### config.mk
export PLATFORM = sky130hd
export DESIGN_NAME = imem_refill_engine
export DESIGN_NICKNAME = d
export VERILOG_FILES = /design/src/rtl/imem_refill_engine_pkg.sv /design/src/rtl/imem_refill_engine_beat_counter.sv /design/src/rtl/imem_refill_engine.sv
export SDC_FILE = /design/constraint.sdc
export NUM_CORES = 1
export LEC_CHECK = 0
export ABC_AREA = 1
export ABC_CLOCK_PERIOD_IN_PS = 5300
export BUFFER_PORTS_ARGS = -buffer_cell sky130_fd_sc_hd__buf_2
export CAP_MARGIN = 20
export CELL_PAD_IN_SITES_DETAIL_PLACEMENT = 1
export CELL_PAD_IN_SITES_GLOBAL_PLACEMENT = 2
export CORE_MARGIN = 3
export CORE_UTILIZATION = 26
export DETAILED_ROUTE_END_ITERATION = 10
export PLACE_DENSITY = 0.86
export SETUP_SLACK_MARGIN = 0.4
export SLEW_MARGIN = 5
export SYNTH_ARGS = -nofsm -noshare
export SYNTH_HDL_FRONTEND = slang
export SYNTH_HIERARCHICAL = 1
export SYNTH_SLANG_ARGS = --single-unit
export TNS_END_PERCENT = 30
### constraint.sdc
create_clock -name clock -period 5.3 [get_ports clock]
set_clock_uncertainty 0.2 [all_clocks]
set_input_delay 0.795 -clock clock [delete_from_list [all_inputs] [get_ports clock]]
set_output_delay 0.795 -clock clock [all_outputs]
set_load 0.01 [all_outputs]
### src/rtl/imem_refill_engine_pkg.sv
// Shared constants and the refill FSM state type for the instruction-memory
// refill engine.
package imem_refill_engine_pkg;

    localparam int IWORD_SIZE_BITS      = 32;
    localparam int IBLOCK_SIZE_BITS     = 128;
    localparam int IADDR_SIZE           = 32;
    localparam int IWORD_OFFSET_SIZE    = 2;
    localparam int IMEM_BLOCK_ADDR_SIZE = 28;

    typedef enum logic [1:0] {
        ST_IDLE = 2'b00,
        ST_REQ  = 2'b01,
        ST_WAIT = 2'b10,
        ST_DONE = 2'b11
    } refillState_e;

endpackage

### src/rtl/imem_refill_engine_beat_counter.sv
// Beat counter for the refill engine. It is a plain up-counter with
// synchronous clear and count enable. Clear has priority over enable.
module imem_beat_counter
    import imem_refill_engine_pkg::*;
#(
    parameter int WIDTH = 2
) (
    input  logic             clock,
    input  logic             reset,
    input  logic             i_clear,
    input  logic             i_enable,
    output logic [WIDTH-1:0] o_count
);

    logic [WIDTH-1:0] r_count;

    // Count register: cleared at the start of each refill, stepped once per captured beat
    always_ff @(posedge clock or posedge reset) begin
        if (reset) begin
            r_count <= '0;
        end else if (i_clear) begin
            r_count <= '0;
        end else if (i_enable) begin
            r_count <= r_count + 1'b1;
        end
    end

    assign o_count = r_count;

endmodule

### src/rtl/imem_refill_engine.sv
// Instruction-cache refill engine. It fetches one block word by word over a
// single-outstanding bus and assembles the words into memDout. Completion is
// signalled with a one-cycle memReadReady pulse.
module imem_refill_engine
    import imem_refill_engine_pkg::*;
#(
    parameter int WORD_BITS     = IWORD_SIZE_BITS,
    parameter int BLOCK_WORDS   = IBLOCK_SIZE_BITS / IWORD_SIZE_BITS,
    parameter int ADDR_BITS     = IADDR_SIZE,
    parameter int BLK_ADDR_BITS = IMEM_BLOCK_ADDR_SIZE
) (
    input  logic                             clock,
    input  logic                             reset,
    input  logic                             memRen,
    input  logic [BLK_ADDR_BITS-1:0]         BlockAddr,
    output logic                             memReadReady,
    output logic [BLOCK_WORDS*WORD_BITS-1:0] memDout,
    output logic                             busy,
    output logic                             bus_req,
    output logic [ADDR_BITS-1:0]             bus_addr,
    input  logic                             bus_ready,
    input  logic                             bus_rvalid,
    input  logic [WORD_BITS-1:0]             bus_rdata
);

    localparam int BEAT_BITS = $clog2(BLOCK_WORDS);
    localparam int CAT_BITS  = BLK_ADDR_BITS + BEAT_BITS + IWORD_OFFSET_SIZE;
    localparam logic [BEAT_BITS-1:0] LAST_BEAT = BEAT_BITS'(BLOCK_WORDS - 1);

    refillState_e                     r_state;
    refillState_e                     w_nextState;
    logic [BLK_ADDR_BITS-1:0]         r_blkQ;
    logic                             r_abort;
    logic [BLOCK_WORDS*WORD_BITS-1:0] r_memDout;
    logic [BEAT_BITS-1:0]             w_beat;
    logic                             w_start;
    logic                             w_abortNow;
    logic                             w_lastBeat;
    logic                             w_capture;
    logic                             w_beatInc;
    logic [CAT_BITS-1:0]              w_addrFull;

    // A refill that was abandoned stays abandoned even if memRen comes back
    // before the outstanding response arrives.
    assign w_start    = (r_state == ST_IDLE) && memRen;
    assign w_abortNow = r_abort || !memRen;
    assign w_lastBeat = (w_beat == LAST_BEAT);
    assign w_capture  = (r_state == ST_WAIT) && bus_rvalid && !w_abortNow;
    assign w_beatInc  = w_capture && !w_lastBeat;

    imem_beat_counter #(
        .WIDTH (BEAT_BITS)
    ) u_beatCounter (
        .clock    (clock),
        .reset    (reset),
        .i_clear  (w_start),
        .i_enable (w_beatInc),
        .o_count  (w_beat)
    );

    // State register
    always_ff @(posedge clock or posedge reset) begin
        if (reset) begin
            r_state <= ST_IDLE;
        end else begin
            r_state <= w_nextState;
        end
    end

    // Next-state logic: an accepted beat is always drained before an abort returns to idle
    always_comb begin
        w_nextState = r_state;
        unique case (r_state)
            ST_IDLE: begin
                if (memRen) begin
                    w_nextState = ST_REQ;
                end
            end
            ST_REQ: begin
                if (bus_ready) begin
                    w_nextState = ST_WAIT;
                end else if (w_abortNow) begin
                    w_nextState = ST_IDLE;
                end
            end
            ST_WAIT: begin
                if (bus_rvalid) begin
                    if (w_abortNow) begin
                        w_nextState = ST_IDLE;
                    end else if (w_lastBeat) begin
                        w_nextState = ST_DONE;
                    end else begin
                        w_nextState = ST_REQ;
                    end
                end
            end
            ST_DONE: begin
                w_nextState = ST_IDLE;
            end
            default: begin
                w_nextState = ST_IDLE;
            end
        endcase
    end

    // Output decode from registered state only, so no input reaches these combinationally
    always_comb begin
        bus_req      = (r_state == ST_REQ);
        memReadReady = (r_state == ST_DONE);
        busy         = (r_state != ST_IDLE);
    end

    // Datapath: block address latch, sticky abort flag and block assembly
    always_ff @(posedge clock or posedge reset) begin
        if (reset) begin
            r_blkQ    <= '0;
            r_abort   <= 1'b0;
            r_memDout <= '0;
        end else begin
            if (w_start) begin
                r_blkQ <= BlockAddr;
            end
            if (r_state == ST_IDLE) begin
                r_abort <= 1'b0;
            end else if ((r_state == ST_REQ || r_state == ST_WAIT) && !memRen) begin
                r_abort <= 1'b1;
            end
            if (w_capture) begin
                r_memDout[w_beat*WORD_BITS +: WORD_BITS] <= bus_rdata;
            end
        end
    end

    assign w_addrFull = {r_blkQ, w_beat, {IWORD_OFFSET_SIZE{1'b0}}};
    assign bus_addr   = ADDR_BITS'(w_addrFull);
    assign memDout    = r_memDout;

endmodule
==> impl_metrics.toml <==
[placed_design]
dp_hpwl_mm = 16.8
routabilityCongestion = 0.782
placed_cell_area_sq_um = 8490
port_buffers = 225

[routing]
drtIter0Drc = 386
antenna_left = 0
wire_per_inst_um = 16.2
num_vias = 6114
routed_wirelength_mm = 23.3
drcViolationCount = 0
drt_pass1_iterations = 4
vias_per_cell = 4.25

[pwr]
power_mw = 3.97
netSwitchingFraction_pct = 37.3
leakagePower_nw = 5.18
seqPwrFrac_pct = 40.2
power_frac_comb_pct = 27.7
internal-power_mw = 2.49
p_sw_mw = 1.48
irDropWorstVdd_mv = 0.153
p_per_area_nw_per_um2 = 435
clkPwrFrac_pct = 32.0

[clocking]
cts_buffers = 17
clk_path_buf_depth = 2
cts_tree = "built"
cts-hold-fix-buffers = 0
clock_sink_count = 161
cts_setup_buffers = 0
clk_latency_ns = 0.43
cts_resized = 0
cts_root_buf = "clkbuf_16"
cts_htree_levels = 4
clkTransAtPathRegs_ns = 0.08

[die]
start_util_pct = 26.5
fp.dieH_um = 172
die_w_um = 172
ios = 228
die-area_sq_um = 29500
core_area_sq_um = 27000
std_cell_rows = 60

[synth]
syn_inst = 878
synth_top_family_by_area = "simple AND/OR/NAND/NOR gates"
synth.mux.area_fraction_pct = 0
synth_top_area_share_pct = 56.4
synth_seq_area_share_pct = 56.4
synth_xor_area_share_pct = 0
netlist_area_sq_um = 7140
ys_top_cells_by_area = "dfrtp_1, nand2_1, o21ai_1, inv_1, buf_2"
synth_compound_area_share_pct = 7.08
synth_area_per_cell_sq_um = 8.13
yosysUniqueCellTypes = 21
synth_seq_cells = 161
synth-simple-area-share_pct = 25.6
yosysTopAreaCell = "dfrtp_1"
yosysWarnings = 6
synthAdderAreaFrac_pct = 2.28

[global_route]
track_usage_pct = 16.0
grt_antenna_before_repair = 1
grt_overflow_total = 0
grt_pass1_wl_mm = 36.5
grt_max_degree = 76
grt_pass1_vias = 6246

[sta]
fin_crit_ns = 2.94
fin_crit_sh_pct = 55.5
max_freq_mhz = 340
worst_pin_slew_ns = 0.997
hold_violations = 0
relSlewSlack_pct = 33.4
holdWs_ns = 0.0419
rsz0062_at_grt = "no"
setup_viol = 0
finalSetupTns_ns = 0
slew_violations = 0

[layout]
layout_commonest_cell = "nand2_1"
layout-drive-gt1-share_pct = 25.3
finalNetCount = 1162
final_core_util_pct = 33.9
final_cell_area_sq_um = 9130
area_growth_pct = 27.9
final_cell_mix = "nand2_1, buf_2, dfrtp_1"

[setup_path]
cp-end-kind = "flop"
crit_slowest_cell = "inv_1"
worst_path_largest_cell_delay_ns = 0.95
start_kind = "flop"
cp.required_ns = 5.41
r2r_slack_ns = 2.36
path_cells = "inv_1 > ha_1 > nand2_1 > inv_1 > inv_1 > nand2_1 > nor2_1"
cp.arrival_ns = 3.06
cpMostUsedCell = "inv_1"
worstPathMaxFanout = 29
critPathKind = "flop to flop"

[hold_path]
hold_path.class = "input port to asynchronous set/reset pin"

[outcome]
status = "finished, final reports clean"

[job]
maxCapViolations = 0
[cell usage after synthesis, drive strengths merged]
master,count
nand2,423
o21ai,100
nand3,2
nand4,3
inv,83
nor2,43
ha,13
conb,1
dfrtp,161
buf,47
a21oi,1
clkbuf,1
[per-layer routing]
metal	vias to the layer above	part of all wire, %	GRT usage [%]
met5	-	0	0
met4	0	1.5	4.51
met3	23	3.8	2.74
met2	126	44	24.4
met1	2901	50	23.4
li1	3064	-	-
[path summary, 6_finish.rpt]
path                              start                        to  cells after the start
min reg2reg                memDout[102]              memDout[102]                      2
min in group clock         memDout[102]              memDout[102]                      2
min                               reset  u_beatCounter/o_count[0]                      2
max in group asynchronous         reset                memDout[6]                      4
max reg2reg                  r_state[0]  u_beatCounter/o_count[1]                      7
max                          r_state[0]  u_beatCounter/o_count[1]                      7
[state kept, by name, indices dropped and copies added, names as in the netlist]
name / count
r_state: 2
memDout: 128
r_abort: 1
u_beatCounter/o_count: 2
r_blkQ: 28
[worst max-delay path: cells and delay by family (launching register included)]
kind | cells | cell delay [ns]
adder cells (fa/ha/maj) | 1 | 0.21
buffers and inverters | 3 | 1.24
flip-flops | 1 | 0.42
AND/OR/NAND/NOR | 3 | 0.74
[power groups by stage]
stage	combinational, mW	clock [mW]	sequential (mW)
2_1_floorplan	0.550	0	1.72
3_3_place_gp	1.09	0	1.62
3_5_place_dp	1.12	0	1.62
4_1_cts	1.13	1.32	1.60
5_1_grt	1.26	1.37	1.63
6_report	1.10	1.27	1.60
[logic make-up after synthesis]
kind of cell               after synthesis
buffers and inverters                  131
and+or+nand+nor                        471
other                                    1
DFF                                    161
adders and majority gates               13
AOI/OAI and AO/OA                      101
[final cells by class]
type	count	area, sq um
repair buffers	234	1230
flip-flops and latches	161	4030
well taps	341	427
fillers	3288	17800
diodes	1	2.50
inverters	83	315
multi-input cells	587	2510
clock buffers	17	425
clock inverters	15	189
[stage by stage]
step / setup WS [ns] / std cells
after detailed placement: 2.19 / 1405
after CTS: 2.30 / 1437
final: 2.36 / 1439
after global routing: 1.97 / 1439
after global placement: 2.15 / 1404
after floorplan: 2.29 / 879
Power figures use the tool's default switching activity.
